## config.mk

```make
export PLATFORM = sky130hd
export DESIGN_NAME = sorted_insert_ctrl_flat
export DESIGN_NICKNAME = d
export VERILOG_FILES = /design/src/rtl/spmm_pkg.sv /design/src/rtl/sorted_insert_ctrl_if.sv /design/src/rtl/ins_pos_calc.sv /design/src/rtl/sorted_insert_ctrl.sv /design/src/flat_wrapper.sv
export SDC_FILE = /design/constraint.sdc
export NUM_CORES = 2
export LEC_CHECK = 0
export ABC_AREA = 1
export CAP_MARGIN = 20
export CORE_ASPECT_RATIO = 0.75
export CORE_MARGIN = 3
export CORE_UTILIZATION = 40
export CTS_CLUSTER_DIAMETER = 120
export DETAILED_ROUTE_END_ITERATION = 8
export HOLD_SLACK_MARGIN = 0.02
export PLACE_DENSITY = 0.65
export SLEW_MARGIN = 20
export SYNTH_ARGS = -nofsm -noshare
export SYNTH_HDL_FRONTEND = slang
export SYNTH_SLANG_ARGS = --single-unit
```

## constraint.sdc

```tcl
create_clock -name clk -period 5.2 [get_ports clk]
set_input_delay 1.04 -clock clk [delete_from_list [all_inputs] [get_ports clk]]
set_output_delay 1.04 -clock clk [all_outputs]
set_load 0.05 [all_outputs]
```

## src/rtl/spmm_pkg.sv

```systemverilog
// Shared definitions for the SpMM merge path sorted-insert sequencer.
// Holds the array geometry, the sequencer state type and the key extractor
// used by both the position search and the controller.
package spmm_pkg;

  localparam int DATA_W   = 32;
  localparam int MAX_ELEM = 16;
  localparam int IDX_W    = 4;
  localparam int KEY_W    = 16;
  localparam int CNT_W    = IDX_W + 1;

  typedef logic [DATA_W-1:0]                word_t;
  typedef logic [KEY_W-1:0]                 key_t;
  typedef logic [CNT_W-1:0]                 cnt_t;
  typedef logic [MAX_ELEM-1:0][DATA_W-1:0]  arr_t;

  typedef enum logic [2:0] {
    IDLE,
    SEARCH,
    INSERT,
    DRAIN,
    DONE
  } sic_state_t;

  // Sort key is the low KEY_W bits; upper bits are payload.
  function automatic key_t key_of(input word_t w);
    return w[KEY_W-1:0];
  endfunction

endpackage

```

## src/rtl/sorted_insert_ctrl_if.sv

```systemverilog
// Bus bundle for sorted_insert_ctrl.
// Insert stream : in_valid, in_ready, in_data
// Drain stream  : out_valid, out_ready, out_data, out_last
// Control/status: flush_req, flush_done, count, full, empty, busy
// slave  = the sequencer side, master = the side feeding/draining it.
interface sorted_insert_ctrl_if;
  import spmm_pkg::*;

  logic  in_valid;
  logic  in_ready;
  word_t in_data;
  logic  flush_req;
  logic  out_valid;
  logic  out_ready;
  word_t out_data;
  logic  out_last;
  logic  flush_done;
  cnt_t  count;
  logic  full;
  logic  empty;
  logic  busy;

  modport slave (
    input  in_valid, in_data, flush_req, out_ready,
    output in_ready, out_valid, out_data, out_last, flush_done,
           count, full, empty, busy
  );

  modport master (
    output in_valid, in_data, flush_req, out_ready,
    input  in_ready, out_valid, out_data, out_last, flush_done,
           count, full, empty, busy
  );

endinterface

```

## src/rtl/ins_pos_calc.sv

```systemverilog
// Combinational insertion-position search.
// arr   : stored entries, [0..count-1] sorted ascending by key
// count : number of valid entries
// key   : key of the word being inserted
// pos   : number of valid entries whose key is <= key; inserting there
//         places equal keys after existing ones (stable order)
module ins_pos_calc
  import spmm_pkg::*;
(
  input  arr_t arr,
  input  cnt_t count,
  input  key_t key,
  output cnt_t pos
);

  logic [MAX_ELEM-1:0] le;

  always_comb begin
    le = '0;
    for (int i = 0; i < MAX_ELEM; i++) begin
      le[i] = (cnt_t'(i) < count) && (key_of(arr[i]) <= key);
    end
  end

  // Because the valid region is sorted, a popcount of the matches equals
  // the index of the first entry with a strictly larger key.
  always_comb begin
    pos = '0;
    for (int i = 0; i < MAX_ELEM; i++) begin
      pos = pos + cnt_t'(le[i]);
    end
  end

endmodule

```

## src/rtl/sorted_insert_ctrl.sv

```systemverilog
// Sorted-insert sequencer: keeps MAX_ELEM words ascending by key.
// clk, rst_n : clock, asynchronous active-low reset
// bus.slave  : insert stream, drain stream, flush control and status
// An accepted word is held (IDLE), its position found (SEARCH) and the
// array shift-inserted (INSERT). A flush streams entries 0..count-1 out,
// clears the count and pulses flush_done from DONE.
module sorted_insert_ctrl
  import spmm_pkg::*;
(
  input  logic                 clk,
  input  logic                 rst_n,
  sorted_insert_ctrl_if.slave  bus
);

  sic_state_t state_q, state_d;
  arr_t       arr_q, arr_shift, arr_ins;
  word_t      hold_p0, out_data_q;
  cnt_t       pos_calc, pos_p1, count_q, rd_q, rd_nxt;
  logic       full, accept, last, hs;

  assign full   = (count_q == cnt_t'(MAX_ELEM));
  // Gated by rst_n so nothing is accepted while reset is held.
  assign bus.in_ready = rst_n && (state_q == IDLE) && !full && !bus.flush_req;
  assign accept = bus.in_valid && bus.in_ready;
  assign last   = (state_q == DRAIN) && (rd_q == count_q - cnt_t'(1));
  assign hs     = (state_q == DRAIN) && bus.out_ready;
  assign rd_nxt = rd_q + cnt_t'(1);

  ins_pos_calc u_pos (
    .arr   (arr_q),
    .count (count_q),
    .key   (key_of(hold_p0)),
    .pos   (pos_calc)
  );

  // Packed shift moves entry i-1 into slot i for every i.
  assign arr_shift = arr_q << DATA_W;

  always_comb begin
    arr_ins = arr_q;
    for (int i = 0; i < MAX_ELEM; i++) begin
      if (cnt_t'(i) == pos_p1)     arr_ins[i] = hold_p0;
      else if (cnt_t'(i) > pos_p1) arr_ins[i] = arr_shift[i];
    end
  end

  always_ff @(posedge clk or negedge rst_n) begin
    if (!rst_n) state_q <= IDLE;
    else        state_q <= state_d;
  end

  always_comb begin
    state_d = state_q;
    case (state_q)
      IDLE: begin
        if (bus.flush_req)  state_d = (count_q != '0) ? DRAIN : DONE;
        else if (accept)    state_d = SEARCH;
      end
      SEARCH:  state_d = INSERT;
      INSERT:  state_d = IDLE;
      DRAIN:   if (hs && last) state_d = DONE;
      DONE:    state_d = IDLE;
      default: state_d = IDLE;
    endcase
  end

  always_ff @(posedge clk or negedge rst_n) begin
    if (!rst_n) begin
      arr_q      <= '0;
      hold_p0    <= '0;
      pos_p1     <= '0;
      count_q    <= '0;
      rd_q       <= '0;
      out_data_q <= '0;
    end else begin
      case (state_q)
        // stage 0: capture the word; or preload the first drain word
        IDLE: begin
          if (bus.flush_req) begin
            rd_q       <= '0;
            out_data_q <= arr_q[0];
          end else if (accept) begin
            hold_p0    <= bus.in_data;
          end
        end
        // stage 1: register the insertion position
        SEARCH: pos_p1 <= pos_calc;
        // stage 2: shift-insert and grow
        INSERT: begin
          arr_q   <= arr_ins;
          count_q <= count_q + cnt_t'(1);
        end
        DRAIN: begin
          if (hs) begin
            rd_q       <= rd_nxt;
            out_data_q <= arr_q[rd_nxt[IDX_W-1:0]];
            if (last) count_q <= '0;
          end
        end
        default: ;
      endcase
    end
  end

  assign bus.out_valid  = (state_q == DRAIN);
  assign bus.out_data   = out_data_q;
  assign bus.out_last   = last;
  assign bus.flush_done = (state_q == DONE);
  assign bus.count      = count_q;
  assign bus.full       = full;
  assign bus.empty      = (count_q == '0);
  assign bus.busy       = (state_q != IDLE);

endmodule

```

## src/flat_wrapper.sv

```systemverilog
// flat-port wrapper written by rule: the top's interface ports become plain ports
module sorted_insert_ctrl_flat import spmm_pkg::*;
  (clk, rst_n, bus_in_valid, bus_in_data, bus_flush_req, bus_out_ready, bus_in_ready, bus_out_valid, bus_out_data, bus_out_last, bus_flush_done, bus_count, bus_full, bus_empty, bus_busy);
  sorted_insert_ctrl_if bus_i ();
  input  logic clk;
  input  logic rst_n;
  input wire logic [$bits(bus_i.in_valid)-1:0] bus_in_valid;
  input wire logic [$bits(bus_i.in_data)-1:0] bus_in_data;
  input wire logic [$bits(bus_i.flush_req)-1:0] bus_flush_req;
  input wire logic [$bits(bus_i.out_ready)-1:0] bus_out_ready;
  output wire logic [$bits(bus_i.in_ready)-1:0] bus_in_ready;
  output wire logic [$bits(bus_i.out_valid)-1:0] bus_out_valid;
  output wire logic [$bits(bus_i.out_data)-1:0] bus_out_data;
  output wire logic [$bits(bus_i.out_last)-1:0] bus_out_last;
  output wire logic [$bits(bus_i.flush_done)-1:0] bus_flush_done;
  output wire logic [$bits(bus_i.count)-1:0] bus_count;
  output wire logic [$bits(bus_i.full)-1:0] bus_full;
  output wire logic [$bits(bus_i.empty)-1:0] bus_empty;
  output wire logic [$bits(bus_i.busy)-1:0] bus_busy;
  assign bus_i.in_valid = bus_in_valid;
  assign bus_i.in_data = bus_in_data;
  assign bus_i.flush_req = bus_flush_req;
  assign bus_i.out_ready = bus_out_ready;
  assign bus_in_ready = bus_i.in_ready;
  assign bus_out_valid = bus_i.out_valid;
  assign bus_out_data = bus_i.out_data;
  assign bus_out_last = bus_i.out_last;
  assign bus_flush_done = bus_i.flush_done;
  assign bus_count = bus_i.count;
  assign bus_full = bus_i.full;
  assign bus_empty = bus_i.empty;
  assign bus_busy = bus_i.busy;
  sorted_insert_ctrl u_core (.clk(clk), .rst_n(rst_n), .bus(bus_i));
endmodule
```

==> impl_metrics.csv <==
group,metric,value,unit
pwr,netSwitchingFraction,0.5121,
die,die_h,272.9,um
clocking,clkSlewWorstSetupHoldPaths,0.07,ns
critical_path,crit_type,"flip-flop to flip-flop",
run,maxCapViolCount,0,
clocking,clock-sinks,594,
grt,grt_max_degree,174,
pwr,power_frac_seq,0.280,
cells_and_area,post-route-util,0.4522,
critical_path,crit_top_cell,"fa_1",
synthesis,synth_area_leaders,"dfrtp_1 39%, nand2_1 14%, o21ai_0 8.8%, ha_1 8.7%, a21oi_1 5.7%",
clocking,insertion_delay,0.70,ns
timing,tns,0,ns
place,placed_cell_area,40250,sq um
synthesis,synth-warning-count,0,
synthesis,yosysSeqAreaShare,0.3913,
die,start_util,0.4049,
critical_path,critPathMaxFanout,11,
grt,grt_pass1_vias,34910,
synthesis,synth_edf_count,0,
synthesis,synth_top_area_share,0.3913,
clocking,cts-root-buf,"clkbuf_16",
drt,drt.antenna.violating_nets,0,
cells_and_area,multi_input_area,20620,sq um
critical_path,cp.arrival,5.46,ns
timing,finalHoldViolations,0,
cells_and_area,drive_gt1_frac,0.06175,
synthesis,synthCells,5198,
die,die_w,361.9,um
cells_and_area,nNetsFinal,5428,
grt,grt_pass1_wl,215100,um
place,port_buffers,80,
run_status,status,"finished, final reports clean",
critical_path,cp_slowest_cell,"fa_1",
pwr,comb_power_share,0.571,
place,dp_hpwl,90340,um
cells_and_area,antenna_cells,0,
drt,drt-total-wl,140300,um
pwr,p_leak,0.01958,uW
cells_and_area,design_area,42420,sq um
drt,avgViaCountPerCell,5.875,
timing,drv_slew,0,
critical_path,crit_chain,"inv_4, buf_12, ha_1, nand2_1, nor4_1, buf_4, nand3_1, a21oi_1, fa_1, inv_1, fa_1, fa_1, inv_1, fa_1, ha_2, fa_2, nand2_1, inv_1, o211ai_1, o21ai_0",
hold_path,hp-class,"primary input to async pin",
place,routabilityCongestion,0.9381,
timing,setup_viol,0,
synthesis,syn-cell-area,37990,sq um
synthesis,async_flop_share,1.000,
drt,drt_iter0_markers,4755,
synthesis,ys_seq_elements,594,
pwr,power_density,751.6,nW/um^2
critical_path,critPathMaxStageDelay,0.55,ns
synthesis,syn_avg_cell_area,7.308,sq um
drt,drc,0,
timing,fin_crit,4.939,ns
synthesis,synth_area_leader_cell,"dfrtp_1",
grt,grt.total_usage,0.2795,
pwr,p_int,15560,uW
die,core,93820,sq um
grt,grt_overflow,0,
critical_path,crit_path_start_kind,"flip-flop",
clocking,tritoncts,"done",
drt,vias,37620,
pwr,switching_power,16330,uW
timing,fin_worst_skew,0.05058,ns
timing,slew_headroom,0.2506,
cells_and_area,register_area,14870,sq um
synthesis,ys_types,46,
pwr,ir_drop,0.0004984,V
clocking,ctsLongestPathBuffers,3,
clocking,htreeDepth,2,
die,die_area,98750,sq um
timing,period_share,0.9498,
die,num_rows,97,
cells_and_area,final_cell_mix,"1396 x nand2_1, 665 x o21ai_0, 593 x dfrtp_1, 432 x a21oi_1, 389 x nand3_1",
timing,fmax,202.5,MHz
timing,tightest_slew,1.124,ns
drt,wl_per_cell,21.91,um
synthesis,syn-num-nets,5510,
die,ios,81,
timing,rsz0062_at_grt,"no",
critical_path,crit_path_end_kind,"flip-flop",
critical_path,reg2reg_slack,0.26,ns
pwr,pwr-share-clk,0.149,
cells_and_area,syn_to_final_growth,11.67,%
clocking,post_cts_buffers,0,
clocking,numCtsBuffers,61,
drt,drt_first_pass_iters,6,
grt,antenna_found_initial,0,
cells_and_area,fill_cells,9421,
critical_path,critPathRequiredTime,5.72,ns
synthesis,ys.flop_type,"dfrtp_1",
cells_and_area,final_common_cell,"nand2_1",
timing repair:
item | in CTS | in global routing
pin swaps | 0 | 1
gates resized for setup | 1 | 13
setup endpoints to repair | 2 | 4
hold buffers | 0 | 0
cell type report:
class / count / area share
sequential: 594 / 0.3505
tap: 1237 / 0.03648
multi-input combinational: 3917 / 0.4860
timing repair buffer: 212 / 0.04775
clock inverter: 28 / 0.007639
clock buffer: 85 / 0.04215
inverter: 330 / 0.02949
Yosys cell counts, types with 13 or more instances:
cell,number
nand2_1,1400
o21ai_0,666
dfrtp_1,594
a21oi_1,435
nand3_1,392
nor2_1,376
inv_1,296
ha_1,265
clkbuf_1,250
o211ai_1,131
a31oi_1,74
buf_2,68
a211oi_1,33
buf_1,27
clkinv_1,21
o21ai_1,18
o221ai_1,17
inv_2,13
kinds of logic (layout without fill, tap and decap cells):
| kind of cell | Yosys count | after routing | share of synthesized area |
|---|---|---|---|
| and+or+nand+nor | 2212 | 2212 | 0.2352 |
| AOI/OAI and AO/OA | 1413 | 1413 | 0.2052 |
| buffers and inverters | 687 | 655 | 0.07111 |
| DFF | 594 | 594 | 0.3913 |
| adders and majority gates | 275 | 275 | 0.09255 |
| muxes | 11 | 11 | 0.003261 |
| xor gates and xnor gates | 6 | 6 | 0.001383 |
through the flow:
step,hold slack [ns],instances,setup WS (ns),power (uW)
after floorplan,0.4534,5198,0.002836,20480
after global placement,0.4644,6290,-0.02244,26290
after global routing,0.2822,6403,0.01232,34570
after CTS,0.2516,6403,0.02699,31460
after detailed placement,0.4656,6290,-0.05334,26620
final,0.2724,6403,0.2609,31880
routing by layer:
| metal | share of wire | GRT usage | vias to the layer above |
|---|---|---|---|
| li1 | - | - | 17360 |
| met1 | 0.45 | 0.4163 | 18010 |
| met2 | 0.41 | 0.4075 | 1950 |
| met3 | 0.10 | 0.04600 | 304 |
| met4 | 0.036 | 0.09771 | 0 |
| met5 | 0 | 0 | - |
path summary, 6_finish.rpt:
kind | to | cells after the start | from
max in group asynchronous | u_core.arr_q[147]$_DFFE_PN0P_ | 3 | rst_n
min in group clk | u_core.bus.out_data[15]$_DFFE_PN0P_ | 2 | u_core.bus.out_data[15]$_DFFE_PN0P_
min | u_core.arr_q[417]$_DFFE_PN0P_ | 1 | rst_n
min reg2reg | u_core.bus.out_data[15]$_DFFE_PN0P_ | 2 | u_core.bus.out_data[15]$_DFFE_PN0P_
max reg2reg | u_core.pos_p1[4]$_DFFE_PN0N_ | 20 | u_core.hold_p0[13]$_DFFE_PN0P_
max | u_core.pos_p1[4]$_DFFE_PN0N_ | 20 | u_core.hold_p0[13]$_DFFE_PN0P_
power groups by stage:
stage                     clock [uW]  sequential (uW)  combinational (uW)
after floorplan                    0             8570               11900
after global placement             0             8850               17400
after detailed placement           0             8870               17800
after CTS                       4800             8820               17800
after global routing            4980             9140               20500
final                           4740             8920               18200
flip-flops by register name, indices dropped and copies added (netlist names):
register and cells:
u_core.state_q 3, u_core.bus.out_data 32, u_core.hold_p0 32, u_core.rd_q 5, u_core.arr_q 512, u_core.pos_p1 5, u_core.bus.count 5
worst max-delay path: cells and delay by family, from the launching register on:
kind	cells	cell delay, ns
buf+inv	6	0.66
flops	1	0.40
fa+ha+maj	7	2.73
simple gates	4	0.49
compound gates	3	0.48
(Power assumes the default switching activity.)
